## src/rtl/heatmap_pkg.sv

```systemverilog
// Shared types and constants for the heatmap colour-buffer reader:
// controller state encoding, RRR_GGG_BB palette and screen geometry.
package heatmap_pkg;

    typedef enum logic [2:0] {
        ST_IDLE,
        ST_KICK,
        ST_WAIT_DONE,
        ST_RD_ISSUE,
        ST_RD_WAIT,
        ST_EMIT,
        ST_NEXT,
        ST_FRAME_END
    } hm_state_e;

    localparam logic [7:0] COLOR_RED    = 8'b111_000_00;
    localparam logic [7:0] COLOR_ORANGE = 8'b111_010_00;
    localparam logic [7:0] COLOR_CYAN   = 8'b011_101_11;
    localparam logic [7:0] COLOR_PURPLE = 8'b111_000_11;

    localparam int unsigned SCREEN_W = 640;
    localparam int unsigned SCREEN_H = 480;

    // Screen coordinate of one pixel inside a node square, truncated to 10 bits.
    function automatic logic [9:0] pix_coord(input logic [9:0] origin,
                                             input logic [9:0] idx,
                                             input logic [9:0] scale,
                                             input logic [2:0] offset);
        return origin + idx * scale + {7'b0, offset};
    endfunction

endpackage

```

## src/rtl/heatmap_block_scanner.sv

```systemverilog
// Raster counter pair (sx, sy) walking one SCALE x SCALE pixel square;
// advances on each accepted pixel and flags the final pixel of the square.
module heatmap_block_scanner #(
    parameter int unsigned SCALE = 4
) (
    input  logic       clk_i,
    input  logic       rst_ni,
    input  logic       clear_i,
    input  logic       adv_i,
    output logic [2:0] sx_o,
    output logic [2:0] sy_o,
    output logic       last_o
);

    localparam logic [2:0] EDGE_LAST = 3'(SCALE - 1);

    logic [2:0] sx_q, sx_d;
    logic [2:0] sy_q, sy_d;

    always_comb begin
        sx_d = sx_q;
        sy_d = sy_q;
        if (clear_i) begin
            sx_d = '0;
            sy_d = '0;
        end else if (adv_i) begin
            if (sx_q == EDGE_LAST) begin
                sx_d = '0;
                sy_d = (sy_q == EDGE_LAST) ? '0 : sy_q + 3'd1;
            end else begin
                sx_d = sx_q + 3'd1;
            end
        end
    end

    always_ff @(posedge clk_i or negedge rst_ni) begin
        if (!rst_ni) begin
            sx_q <= '0;
            sy_q <= '0;
        end else begin
            sx_q <= sx_d;
            sy_q <= sy_d;
        end
    end

    assign sx_o   = sx_q;
    assign sy_o   = sy_q;
    assign last_o = (sx_q == EDGE_LAST) && (sy_q == EDGE_LAST);

endmodule

```

## src/rtl/heatmap_buffer_reader.sv

```systemverilog
// Kicks a writer pass, waits for completion, then reads each node colour
// from the shared RAM and streams it as a SCALE x SCALE pixel square.
module heatmap_buffer_reader
    import heatmap_pkg::*;
#(
    parameter int unsigned NUM_NODES    = 64,
    parameter int unsigned BASE_ADDR    = 0,
    parameter int unsigned RD_LAT       = 2,
    parameter int unsigned SCALE        = 4,
    parameter int unsigned COLUMN       = 31,
    parameter int unsigned X_ORIGIN     = 0,
    parameter int unsigned Y_ORIGIN     = 0,
    parameter logic [15:0] DONE_TIMEOUT = 16'hFFFF
) (
    input  logic        clk_50,
    input  logic        reset,
    input  logic        frame_req,
    output logic        comp_allow,
    input  logic        done_write_sig,
    output logic [7:0]  rd_addr,
    input  logic [7:0]  rd_data,
    output logic [9:0]  pixel_x,
    output logic [9:0]  pixel_y,
    output logic [7:0]  pixel_color,
    output logic        pixel_valid,
    input  logic        pixel_ready,
    output logic        frame_done,
    output logic [15:0] frame_count,
    output logic        timeout_err
);

    localparam logic [7:0] NODE_LAST = 8'(NUM_NODES - 1);
    localparam logic [7:0] LAT_LAST  = 8'(RD_LAT - 1);
    localparam logic [7:0] ADDR_BASE = 8'(BASE_ADDR);

    hm_state_e   state_q, state_d;
    logic [7:0]  node_q, node_d;
    logic [15:0] to_cnt_q, to_cnt_d;
    logic [7:0]  lat_q, lat_d;
    logic [7:0]  color_q, color_d;
    logic [7:0]  rd_addr_q, rd_addr_d;
    logic [15:0] frame_cnt_q, frame_cnt_d;
    logic        err_q, err_d;

    logic        scan_clear, scan_adv, scan_last;
    logic [2:0]  sx, sy;

    heatmap_block_scanner #(
        .SCALE (SCALE)
    ) u_scanner (
        .clk_i   (clk_50),
        .rst_ni  (reset),
        .clear_i (scan_clear),
        .adv_i   (scan_adv),
        .sx_o    (sx),
        .sy_o    (sy),
        .last_o  (scan_last)
    );

    always_comb begin
        state_d     = state_q;
        node_d      = node_q;
        to_cnt_d    = to_cnt_q;
        lat_d       = lat_q;
        color_d     = color_q;
        rd_addr_d   = rd_addr_q;
        frame_cnt_d = frame_cnt_q;
        err_d       = err_q;
        scan_clear  = 1'b0;
        scan_adv    = 1'b0;
        comp_allow  = 1'b0;
        frame_done  = 1'b0;
        pixel_valid = 1'b0;
        pixel_x     = '0;
        pixel_y     = '0;
        pixel_color = '0;

        unique case (state_q)
            ST_IDLE: begin
                if (frame_req) state_d = ST_KICK;
            end
            ST_KICK: begin
                // done_write_sig is not looked at here: the writer clears it on comp_allow
                comp_allow = 1'b1;
                to_cnt_d   = '0;
                state_d    = ST_WAIT_DONE;
            end
            ST_WAIT_DONE: begin
                if (done_write_sig) begin
                    node_d  = '0;
                    state_d = ST_RD_ISSUE;
                end else begin
                    to_cnt_d = to_cnt_q + 16'd1;
                    if (to_cnt_d == DONE_TIMEOUT) begin
                        err_d   = 1'b1;
                        state_d = ST_IDLE;
                    end
                end
            end
            ST_RD_ISSUE: begin
                rd_addr_d = ADDR_BASE + node_q;
                lat_d     = '0;
                state_d   = ST_RD_WAIT;
            end
            ST_RD_WAIT: begin
                if (lat_q == LAT_LAST) begin
                    color_d    = rd_data;
                    scan_clear = 1'b1;
                    state_d    = ST_EMIT;
                end else begin
                    lat_d = lat_q + 8'd1;
                end
            end
            ST_EMIT: begin
                pixel_valid = 1'b1;
                pixel_x     = pix_coord(10'(X_ORIGIN), 10'(COLUMN), 10'(SCALE), sx);
                pixel_y     = pix_coord(10'(Y_ORIGIN), {2'b0, node_q}, 10'(SCALE), sy);
                pixel_color = color_q;
                scan_adv    = pixel_ready;
                if (pixel_ready && scan_last) state_d = ST_NEXT;
            end
            ST_NEXT: begin
                if (node_q == NODE_LAST) begin
                    state_d = ST_FRAME_END;
                end else begin
                    node_d  = node_q + 8'd1;
                    state_d = ST_RD_ISSUE;
                end
            end
            ST_FRAME_END: begin
                frame_done  = 1'b1;
                frame_cnt_d = frame_cnt_q + 16'd1;
                state_d     = ST_IDLE;
            end
            default: state_d = ST_IDLE;
        endcase
    end

    always_ff @(posedge clk_50 or negedge reset) begin
        if (!reset) begin
            state_q     <= ST_IDLE;
            node_q      <= '0;
            to_cnt_q    <= '0;
            lat_q       <= '0;
            color_q     <= '0;
            rd_addr_q   <= ADDR_BASE;
            frame_cnt_q <= '0;
            err_q       <= 1'b0;
        end else begin
            state_q     <= state_d;
            node_q      <= node_d;
            to_cnt_q    <= to_cnt_d;
            lat_q       <= lat_d;
            color_q     <= color_d;
            rd_addr_q   <= rd_addr_d;
            frame_cnt_q <= frame_cnt_d;
            err_q       <= err_d;
        end
    end

    assign rd_addr     = rd_addr_q;
    assign frame_count = frame_cnt_q;
    assign timeout_err = err_q;

endmodule
```

## config.mk

```make
export PLATFORM = sky130hd
export DESIGN_NAME = heatmap_buffer_reader
export DESIGN_NICKNAME = d
export VERILOG_FILES = /design/src/rtl/heatmap_pkg.sv /design/src/rtl/heatmap_block_scanner.sv /design/src/rtl/heatmap_buffer_reader.sv
export SDC_FILE = /design/constraint.sdc
export NUM_CORES = 1
export LEC_CHECK = 0
export ABC_AREA = 1
export CORE_MARGIN = 1.5
export CORE_UTILIZATION = 53
export DETAILED_ROUTE_END_ITERATION = 10
export HOLD_SLACK_MARGIN = 0.06
export PLACE_DENSITY = 0.88
export SLEW_MARGIN = 5
export SYNTH_ARGS = -nofsm -noshare
export SYNTH_HDL_FRONTEND = slang
export SYNTH_HIERARCHICAL = 1
export SYNTH_SLANG_ARGS = --single-unit
```

## constraint.sdc

```tcl
create_clock -name clk_50 -period 1.96 [get_ports clk_50]
set_input_delay 0.392 -clock clk_50 [delete_from_list [all_inputs] [get_ports clk_50]]
set_output_delay 0.392 -clock clk_50 [all_outputs]
set_load 0.03 [all_outputs]
```

==> run summary <==
outcome -> finished, violations left
failing checks -> negative setup slack
final critical-path required period -> 2220 ps
async set-reset flop share out of synthesis -> 100%
largest net degree at the start of global routing -> 33
compound-gate portion of the synthesized area -> 8.89%
Net count, final -> 633
Post-Route WL -> 13,100 um
setup total negative slack -> -2180 ps
worst skew pair latency -> 370 ps
Hold WC Path Type -> reg -> reg
Root Buffer -> clkbuf_8
Seq/Total Area, Yosys -> 45.5%
Req. time, crit path -> 1570 ps
Avg Inst Size Synth -> 7.91 um^2
Max IR drop VDD -> 0.934 mV
final hold viol count -> 0
crit path max fanout -> 2
first-pass GRT wire length -> 16,800 um
Post-DP HPWL -> 6880 um
initial drt markers -> 396
utilization after layout -> 76.9%
leakage power -> 0.00249 uW
gp weighted congestion -> 0.890
Max Clock Freq -> 0.450 GHz
most common library cells after synthesis -> nand2_1, inv_1, dfrtp_1
ANT cells -> 0
largest family of logic cells by synthesized area -> simple AND/OR/NAND/NOR gates
XOR/XNOR Fraction of Synth Area -> 5.82%
Row Count -> 31
io pins -> 69
Seq cells post-synth -> 74
CTS tree -> done
post-synthesis mux area share -> 0%
RSZ-0062 raised after global routing -> yes
clock skew -> 14.6 ps
Mapped Area -> 4070 um^2
synth warn -> 6
Adder-Cell Fraction of Synth Area -> 3.08%
Place WS -> 21.5 ps
final period utilization -> 113%
Clock transition at path regs -> 70 ps
EDFF count, synth -> 0
largest cells by area after synthesis -> dfrtp_1, nand2_1, inv_1
Max H-tree Level -> 3
routed vias/inst -> 5.73
GRT Total Usage -> 25.4%
share of cells above drive strength 1 -> 23.7%
vias in the first global route -> 3,721
Power, Total -> 5990 uW
most frequently used flop master after synthesis -> dfrtp_1
Worst Path Arrival -> 1830 ps
area growth from synthesis to layout -> 38.6%
Fillers -> 399
via count -> 4,089
Synth top area share -> 45.5%
die width -> 90.6 um
CTS Buf Count -> 9
Initial DRT Pass Iterations -> 5
clock tree buffer depth -> 2
IO Port Bufs -> 66
mean routed wirelength per cell -> 18.3 um
Setup crit end kind -> output pin
core area -> 7330 um^2
Setup CP Type -> reg -> out
remaining global-route overflow -> 0
Gate Count Post-Synth -> 514
DRC -> 0
TritonCTS Sinks -> 74
Die Footprint -> 8210 um^2
Critical Path Start Type -> register
post-synthesis simple-gate area fraction -> 27.1%
Distinct cells, synth -> 35
Final WS setup -> -261 ps
Final Setup Violations -> 27
P per Cell Area -> 1060 nW/um^2
most common cell in the netlist -> nand2_1
Final Max Tran Viols -> 0
Max-Cap Viols -> 0
largest area contributor in the netlist -> dfrtp_1
DRT antenna net count -> 0
initial antenna violation count -> 0
initial core utilization -> 55.5%
Die H -> 90.6 um
logic make-up (layout without fill, tap and decap cells):
| logic type | Yosys count | after routing |
|---|---|---|
| AND/OR/NAND/NOR | 240 | 240 |
| AO/OA/AOI/OAI | 67 | 67 |
| adder cells (fa/ha/maj) | 10 | 10 |
| buffers and inverters | 95 | 195 |
| XOR/XNOR | 27 | 27 |
| flip-flops | 74 | 74 |
| other | 1 | 2 |
critical path, stage by stage, from the launching register on:
cell and delay [ps]:
dfrtp_1 410, ha_4 210, nand2_4 80, nor2_4 130, nand2_2 100, inv_2 90, a21oi_2 70, nor3_4 210
buf_6 160
timing repair:
action,in CTS,in global routing
hold buffers,1,0
cloned,0,2
endpoints found under the hold margin,29,0
gates resized for setup,22,89
setup buffers,4,12
pin swaps,3,11
setup endpoints to repair,29,38
per-layer routing:
layer	share of wire, %	GRT usage (%)	wire (um)	vias to the layer above
met1	38	32.2	4940	1962
met4	5.0	10.7	652	0
met2	50	41.9	6480	244
li1	-	-	-	1826
met3	7.6	5.47	994	57
met5	0	0	0	-
state kept, by name, summed over array words and instances (netlist names):
name            flops
u_scanner/sx_o      3
timeout_err         1
rd_addr             8
u_scanner/sy_o      3
to_cnt_q           16
node_q              8
state_q             3
lat_q               8
color_q             8
frame_count        16
stage by stage:
stage	hold WS (ps)	instance area, um^2	std cells
2_1_floorplan	96.4	4160	515
3_3_place_gp	356	4870	680
3_5_place_dp	359	4870	680
4_1_cts	485	5200	701
5_1_grt	510	5640	714
6_report	481	5640	714
final cells by class:
class / count / area (um^2) / share of cell area [%]
Clock buffer: 11 / 141 / 2.51
Clock inverter: 5 / 77.6 / 1.38
Inverter: 80 / 319 / 5.66
Multi-Input combinational cell: 346 / 2140 / 38.0
Sequential cell: 74 / 1860 / 33.0
Tap cell: 99 / 124 / 2.20
Timing Repair Buffer: 97 / 947 / 16.8
Timing Repair inverter: 2 / 27.5 / 0.488
layout by cell type (no fill, tap or decap), types with 2 or more instances in the layout:
master           synthesis  routed
a21oi_1                  9       6
a21oi_2                  0       2
buf_4                    6      29
buf_6                    0      26
buf_8                    0       2
bufinv_16                0       2
clkbuf_8                 0      10
clkdlybuf4s50_1          0      35
clkinv_2                 0       2
clkinvlp_4               0       2
conb_1                   1       2
dfrtp_1                 74      68
dfrtp_2                  0       6
dlygate4sd2_1            0       3
ha_1                    10       8
ha_4                     0       2
inv_1                   76      71
inv_12                   0       2
inv_2                    3       6
nand2_1                107     100
nand2_2                  1       5
nand2_4                  0       2
nand3_1                 30      30
nand3_4                  2       2
nand4_1                  9       9
nor2_1                  61      41
nor2_2                   4       5
nor2_4                   3      22
nor3_1                  12       9
nor3_4                   1       3
nor4_1                   5       3
o21ai_0                 40      37
o21ai_2                  1       3
o22ai_1                 13      13
xnor2_1                  7       7
xor2_1                  20      20
worst paths after layout:
path	from	endpoint	slack (ps)	cells after the start
setup reg to reg	node_q[1]	node_q[3]	-80	11
min in group asynchronous	reset	node_q[6]	520	2
hold reg to reg	frame_count[15]	frame_count[15]	480	1
max in group asynchronous	reset	node_q[5]	780	3
setup / recovery	u_scanner/sy_o[2]	pixel_y[9]	-260	8
hold / removal	frame_count[15]	frame_count[15]	480	1
power by group:
group / switching (uW) / internal, uW
clock: 603 / 748
combinational: 1600 / 882
sequential: 320 / 1840
total: 2530 / 3470
Power figures use the tool's default switching activity.
